### src/rtl/balance_display_if.sv
// balance_display_if
//   Bundles the data inputs and display outputs of balance_display.
//   master : the side that supplies balance/status/beep and watches the display
//   slave  : balance_display itself
//   balance  [7:0]  unsigned balance, 0..255
//   status   [3:0]  status nibble shown as hex on digit 3
//   beep            buzzer request, lights the digit-3 decimal point
//   seg_an   [3:0]  digit anodes, active-low one-hot
//   seg_cat  [6:0]  cathodes {g,f,e,d,c,b,a}, active-low
//   seg_dp          decimal point, active-low
//   busy            conversion in progress
interface balance_display_if;
  logic [7:0] balance;
  logic [3:0] status;
  logic       beep;
  logic [3:0] seg_an;
  logic [6:0] seg_cat;
  logic       seg_dp;
  logic       busy;

  modport master (output balance, status, beep, input seg_an, seg_cat, seg_dp, busy);
  modport slave  (input balance, status, beep, output seg_an, seg_cat, seg_dp, busy);
endinterface

### src/rtl/balance_display.sv
// balance_display
//   Drives a 4-digit multiplexed 7-segment display. Digits 2..0 show the 8-bit
//   balance in decimal (sequential double-dabble, 8 shift cycles), digit 3 shows
//   the status nibble in hex, and the digit-3 decimal point follows beep.
//   clk  : system clock
//   rst  : synchronous active-high reset
//   bus  : balance_display_if.slave (balance, status, beep in; seg_an, seg_cat,
//          seg_dp, busy out)
//   SCAN_DIV : clk cycles each digit is driven (>= 2)
//   BLANK_LZ : 1 blanks leading zeros of the decimal field
module balance_display #(
  parameter int SCAN_DIV = 100000,
  parameter bit BLANK_LZ = 1'b1
) (
  input logic             clk,
  input logic             rst,
  balance_display_if.slave bus
);

  localparam int CNT_W = (SCAN_DIV > 2) ? $clog2(SCAN_DIV) : 1;

  localparam logic [1:0] ST_IDLE  = 2'd0;
  localparam logic [1:0] ST_SHIFT = 2'd1;
  localparam logic [1:0] ST_DONE  = 2'd2;

  logic [1:0]       state_r;
  logic             force_r;
  logic [7:0]       last_bin_r;
  logic [7:0]       bin_r;
  logic [9:0]       scratch_r;
  logic [2:0]       bit_cnt_r;
  logic             busy_r;
  logic [9:0]       disp_bcd_r;
  logic             disp_en_r;
  logic [CNT_W-1:0] scan_cnt_r;
  logic [1:0]       idx_r;
  logic [3:0]       seg_an_r;
  logic [6:0]       seg_cat_r;
  logic             seg_dp_r;

  logic             wrap_s;
  logic [1:0]       idx_nxt_s;
  logic [9:0]       bcd_nxt_s;
  logic             en_nxt_s;
  logic [3:0]       hund_s;
  logic [3:0]       an_nxt_s;
  logic [6:0]       cat_nxt_s;
  logic             dp_nxt_s;

  // Hex digit to active-low {g,f,e,d,c,b,a}.
  function automatic logic [6:0] seg_encode(input logic [3:0] v);
    logic [6:0] c;
    case (v)
      4'h0: c = 7'h40;
      4'h1: c = 7'h79;
      4'h2: c = 7'h24;
      4'h3: c = 7'h30;
      4'h4: c = 7'h19;
      4'h5: c = 7'h12;
      4'h6: c = 7'h02;
      4'h7: c = 7'h78;
      4'h8: c = 7'h00;
      4'h9: c = 7'h10;
      4'hA: c = 7'h08;
      4'hB: c = 7'h03;
      4'hC: c = 7'h46;
      4'hD: c = 7'h21;
      4'hE: c = 7'h06;
      4'hF: c = 7'h0E;
      default: c = 7'h7F;
    endcase
    return c;
  endfunction

  // One double-dabble step on {hundreds[1:0], tens, units, bin}. Hundreds never
  // exceeds 2 for an 8-bit input, so it needs no add-3 correction and its top
  // bit is always zero before the final shift.
  function automatic logic [17:0] dd_step(input logic [17:0] x);
    logic [3:0] t;
    logic [3:0] u;
    t = (x[15:12] >= 4'd5) ? x[15:12] + 4'd3 : x[15:12];
    u = (x[11:8]  >= 4'd5) ? x[11:8]  + 4'd3 : x[11:8];
    return {x[16], t, u, x[7:0], 1'b0};
  endfunction

  // Conversion FSM: sample on change (or forced after reset), 8 shifts, publish.
  always_ff @(posedge clk) begin
    if (rst) begin
      state_r    <= ST_IDLE;
      force_r    <= 1'b1;
      last_bin_r <= 8'd0;
      bin_r      <= 8'd0;
      scratch_r  <= 10'd0;
      bit_cnt_r  <= 3'd0;
      busy_r     <= 1'b0;
      disp_bcd_r <= 10'd0;
      disp_en_r  <= 1'b0;
    end else begin
      case (state_r)
        ST_IDLE: begin
          if ((bus.balance != last_bin_r) || force_r) begin
            bin_r      <= bus.balance;
            last_bin_r <= bus.balance;
            scratch_r  <= 10'd0;
            bit_cnt_r  <= 3'd0;
            force_r    <= 1'b0;
            busy_r     <= 1'b1;
            state_r    <= ST_SHIFT;
          end
        end
        ST_SHIFT: begin
          {scratch_r, bin_r} <= dd_step({scratch_r, bin_r});
          bit_cnt_r          <= bit_cnt_r + 3'd1;
          if (bit_cnt_r == 3'd7) begin
            state_r <= ST_DONE;
          end
        end
        ST_DONE: begin
          // Whole result lands in one edge so no partial value is ever shown.
          disp_bcd_r <= scratch_r;
          disp_en_r  <= 1'b1;
          busy_r     <= 1'b0;
          state_r    <= ST_IDLE;
        end
        default: state_r <= ST_IDLE;
      endcase
    end
  end

  // Next display contents, built from post-edge values so the segment outputs
  // change on the same edge as the digit index and the display register.
  always_comb begin
    wrap_s    = (scan_cnt_r == CNT_W'(SCAN_DIV - 1));
    idx_nxt_s = wrap_s ? idx_r + 2'd1 : idx_r;
    bcd_nxt_s = (state_r == ST_DONE) ? scratch_r : disp_bcd_r;
    en_nxt_s  = (state_r == ST_DONE) | disp_en_r;
    hund_s    = {2'b00, bcd_nxt_s[9:8]};
    an_nxt_s  = ~(4'b0001 << idx_nxt_s);
    dp_nxt_s  = ~((idx_nxt_s == 2'd3) & bus.beep);
    case (idx_nxt_s)
      2'd0: cat_nxt_s = seg_encode(bcd_nxt_s[3:0]);
      2'd1: begin
        if (BLANK_LZ && (hund_s == 4'd0) && (bcd_nxt_s[7:4] == 4'd0)) begin
          cat_nxt_s = 7'h7F;
        end else begin
          cat_nxt_s = seg_encode(bcd_nxt_s[7:4]);
        end
      end
      2'd2: begin
        if (BLANK_LZ && (hund_s == 4'd0)) begin
          cat_nxt_s = 7'h7F;
        end else begin
          cat_nxt_s = seg_encode(hund_s);
        end
      end
      2'd3: cat_nxt_s = seg_encode(bus.status);
      default: cat_nxt_s = 7'h7F;
    endcase
    if (!en_nxt_s) begin
      an_nxt_s  = 4'b1111;
      cat_nxt_s = 7'h7F;
      dp_nxt_s  = 1'b1;
    end else begin
      an_nxt_s = an_nxt_s;
    end
  end

  // Scan counter, digit index and registered segment outputs.
  always_ff @(posedge clk) begin
    if (rst) begin
      scan_cnt_r <= '0;
      idx_r      <= 2'd0;
      seg_an_r   <= 4'b1111;
      seg_cat_r  <= 7'h7F;
      seg_dp_r   <= 1'b1;
    end else begin
      scan_cnt_r <= wrap_s ? '0 : scan_cnt_r + CNT_W'(1);
      idx_r      <= idx_nxt_s;
      seg_an_r   <= an_nxt_s;
      seg_cat_r  <= cat_nxt_s;
      seg_dp_r   <= dp_nxt_s;
    end
  end

  assign bus.seg_an  = seg_an_r;
  assign bus.seg_cat = seg_cat_r;
  assign bus.seg_dp  = seg_dp_r;
  assign bus.busy    = busy_r;

endmodule

### src/flat_wrapper.sv
// flat-port wrapper written by rule: the top's interface ports become plain ports
module balance_display_flat 
#(
  parameter int SCAN_DIV = 100000,
  parameter bit BLANK_LZ = 1'b1
)
  (clk, rst, bus_balance, bus_status, bus_beep, bus_seg_an, bus_seg_cat, bus_seg_dp, bus_busy);
  balance_display_if bus_i ();
  input logic clk;
  input logic rst;
  input wire logic [$bits(bus_i.balance)-1:0] bus_balance;
  input wire logic [$bits(bus_i.status)-1:0] bus_status;
  input wire logic [$bits(bus_i.beep)-1:0] bus_beep;
  output wire logic [$bits(bus_i.seg_an)-1:0] bus_seg_an;
  output wire logic [$bits(bus_i.seg_cat)-1:0] bus_seg_cat;
  output wire logic [$bits(bus_i.seg_dp)-1:0] bus_seg_dp;
  output wire logic [$bits(bus_i.busy)-1:0] bus_busy;
  assign bus_i.balance = bus_balance;
  assign bus_i.status = bus_status;
  assign bus_i.beep = bus_beep;
  assign bus_seg_an = bus_i.seg_an;
  assign bus_seg_cat = bus_i.seg_cat;
  assign bus_seg_dp = bus_i.seg_dp;
  assign bus_busy = bus_i.busy;
  balance_display #(.SCAN_DIV(SCAN_DIV), .BLANK_LZ(BLANK_LZ)) u_core (.clk(clk), .rst(rst), .bus(bus_i));
endmodule
### config.mk
export PLATFORM = sky130hd
export DESIGN_NAME = balance_display_flat
export DESIGN_NICKNAME = d
export VERILOG_FILES = /design/src/rtl/balance_display_if.sv /design/src/rtl/balance_display.sv /design/src/flat_wrapper.sv
export SDC_FILE = /design/constraint.sdc
export NUM_CORES = 1
export LEC_CHECK = 0
export BUFFER_PORTS_ARGS = -buffer_cell sky130_fd_sc_hd__buf_2
export CAP_MARGIN = 0
export CORE_MARGIN = 2
export CORE_UTILIZATION = 55
export CTS_CLUSTER_SIZE = 16
export DETAILED_ROUTE_END_ITERATION = 8
export HOLD_SLACK_MARGIN = 0.08
export PLACE_DENSITY = 0.82
export SKIP_LAST_GASP = 1
export SYNTH_ARGS = -nofsm -noshare
export SYNTH_HDL_FRONTEND = slang
export SYNTH_SLANG_ARGS = --single-unit
### constraint.sdc
create_clock -name clk -period 2.7 [get_ports clk]
set_input_delay 0 -clock clk [delete_from_list [all_inputs] [get_ports clk]]
set_output_delay 0 -clock clk [all_outputs]
set_load 0.005 [all_outputs]
==> out/metrics.cfg <==
[status]
status = complete, no violations

[clock_tree]
cts-resized-gates = 0
clk_latency_ns = 0.35
root_buffer = clkbuf_8
cts_sinks = 75
path_clk_slew_ns = 0.08
clk_path_buf_depth = 2
htree_num_levels = 3
cts_setup_buffers = 0
cts_tree = yes
cts_buffers = 9

[floorplanning]
rows = 32
dieArea_mm2 = 0.00848
fp.dieW_um = 92.1
num_io_pins = 28
die_h_um = 92.1
start_util = 0.561
design.core.area_mm2 = 0.00761

[sta]
min_period_ns = 2.45
worst_slew_pin_slew_ns = 0.740
hold_viol_final = 0
fmax_ghz = 0.407
tns_ns = 0
max_slew_margin = 0.505
final.setup_skew_ns = 0.0114
fin_crit_sh = 0.909
setup-violations-final = 0
maxSlewViolCount = 0
rsz0062_at_grt = false

[final_layout]
drive_gt1_frac = 0.124
syn_to_final_growth_pct = 13.9
final_common_cell = dfxtp_1
final_design_area_no_fill_mm2 = 0.00486
final_cell_mix = dfxtp_1 (75), nand2_1 (66), nor2_1 (58)
antenna_cells = 0
fin_nets = 609

[yosys]
ys_warn_count = 0
synth_fa_ha_area_frac = 0.0786
syn_area_per_cell_um2 = 8.02
syn_inst = 532
synth-compound-area-share = 0.167
synth_area_leader_cell = dfxtp_1
synth_top_family_by_area = simple AND/OR/NAND/NOR gates
netlist_top_cells_area = dfxtp_1 (35%), ha_1 (7.6%), nand2_1 (5.8%)
synthFlopType = dfxtp_1
synth_edf_count = 0
synth_seq_cells = 75
async_flop_share = 0
yosysTopAreaCellShare = 0.352
synth-simple-area-share = 0.249
syn_nets = 573
synth.distinct_cells = 64
ys_seq_area_frac = 0.352
synth_xor_area_frac = 0.0493
synth.mux.area_fraction = 0.0566
syn_area_mm2 = 0.00427

[min_path]
whs_path_depth = 2
min-delay-path-class = input port to flop

[worst_setup_path]
endpoint_kind = flop
reg2regPathDepth = 8
crit_path_start_kind = flop
critPathKind = flop to flop
cp_data_arrival_time_ns = 2.69
required_ns = 2.93
critPathMaxFanout = 6

[power]
power_density_mw_per_mm2 = 473
power_mw = 2.30
p_leak_nw = 1.98
vdd_ir_drop_max_v = 0.000604

[placement]
place_congestion = 0.872
dpl.hpwl_um = 6780
port_buffers = 27
placed_cell_area_mm2 = 0.00454

[routing]
drtIter0Drc = 163
firstDrtPassIters = 5
drtAntennaViolNets = 0
routed_wl_um = 9620
vias = 3919
wl_per_cell_um = 14.3
drc = 0
viasPerCell = 5.81

[run]
maxCapViolations = 0

[global_route]
grt_max_degree = 27
grt_pass1_wl_um = 16200
first_global_vias = 3686
antenna_found_initial = 0
overflow = 0
track_usage = 0.233

## metal layers
metal / vias up / wire [um] / share of wire / track usage
met5: - / 0 / 0 / 0
met1: 1838 / 4220 / 0.44 / 0.279
met4: 0 / 223 / 0.023 / 0.101
met3: 21 / 451 / 0.047 / 0.0427
li1: 1930 / - / - / -
met2: 130 / 4730 / 0.49 / 0.406
## through the flow
stage / hold slack, ns / std cells / util / setup WS, ns
final: 0.0911 / 675 / 0.639 / 0.246
after global routing: 0.126 / 675 / 0.639 / 0.0651
after CTS: 0.0849 / 675 / 0.639 / 0.262
after detailed placement: 0.200 / 650 / 0.597 / 0.290
after global placement: 0.197 / 650 / 0.597 / 0.361
after floorplan: 0.0894 / 532 / - / 0.0556
## critical path, cell delays in order (launching register included)
cell and delay (ns):
dfxtp_1 0.32, nand2b_1 0.25, mux2i_2 0.30, inv_1 0.12, ha_1 0.27, mux2_4 0.28
a21oi_1 0.21, nor3_1 0.07, or4_1 0.51
## sequential cells by signal, summed over array words and instances, names as in the netlist, 2 cells and up
name	flops
u_core.scan_cnt_r	17
u_core.disp_bcd_r	10
u_core.scratch_r	10
u_core.bin_r	8
u_core.last_bin_r	8
u_core.bus.seg_cat	7
u_core.bus.seg_an	4
u_core.bit_cnt_r	3
u_core.idx_r	2
u_core.state_r	2
## synthesized netlist by cell type, types with 4 or more instances
cell and n:
o21ai_1 4, nor2_1 58, o21ai_0 17, dfxtp_1 75, buf_2 7, nand2b_1 13
clkbuf_1 19, a31oi_1 14, nor3b_1 4, xor2_1 18, o22ai_1 5, nor3_1 13
ha_1 26, xnor2_1 6, or3_1 7, nand4_1 4, nand3_1 21, nand2_1 66
mux2i_1 19, and3_1 4, a21oi_1 49, inv_1 17, o211ai_1 7, nor2b_1 6
## cell type report
cell class | instances | area [um2]
Clock buffer | 12 | 155
Clock inverter | 4 | 72.6
Fill cell | 643 | 2750
Inverter | 19 | 71.3
Multi-Input combinational cell | 408 | 2560
Sequential cell | 75 | 1500
Tap cell | 102 | 128
Timing Repair Buffer | 55 | 368
## final timing paths
check | from | end | slack (ns)
setup / recovery | u_core.state_r[0] | u_core.bus.seg_cat[5] | 0.25
hold / removal | rst | u_core.idx_r[1] | 0.09
setup reg to reg | u_core.state_r[0] | u_core.bus.seg_cat[5] | 0.25
hold reg to reg | u_core.bin_r[7] | u_core.scratch_r[0] | 0.45
## cell families after synthesis
family	Yosys count
AO/OA/AOI/OAI	118
XOR/XNOR	24
adder cells (fa/ha/maj)	27
buffers and inverters	49
flip-flops	75
multiplexers	23
AND/OR/NAND/NOR	216
## power by group
part	total, mW	internal, mW	switching, mW
Clock	0.979	0.570	0.410
Combinational	0.167	0.0632	0.104
Sequential	1.15	1.13	0.0182
## repair_timing
action                                 4_1_cts  5_1_grt
endpoints found under the hold margin       17        0
hold buffers                                 9        0
setup endpoints to repair                    0        0
(Power assumes the default switching activity.)
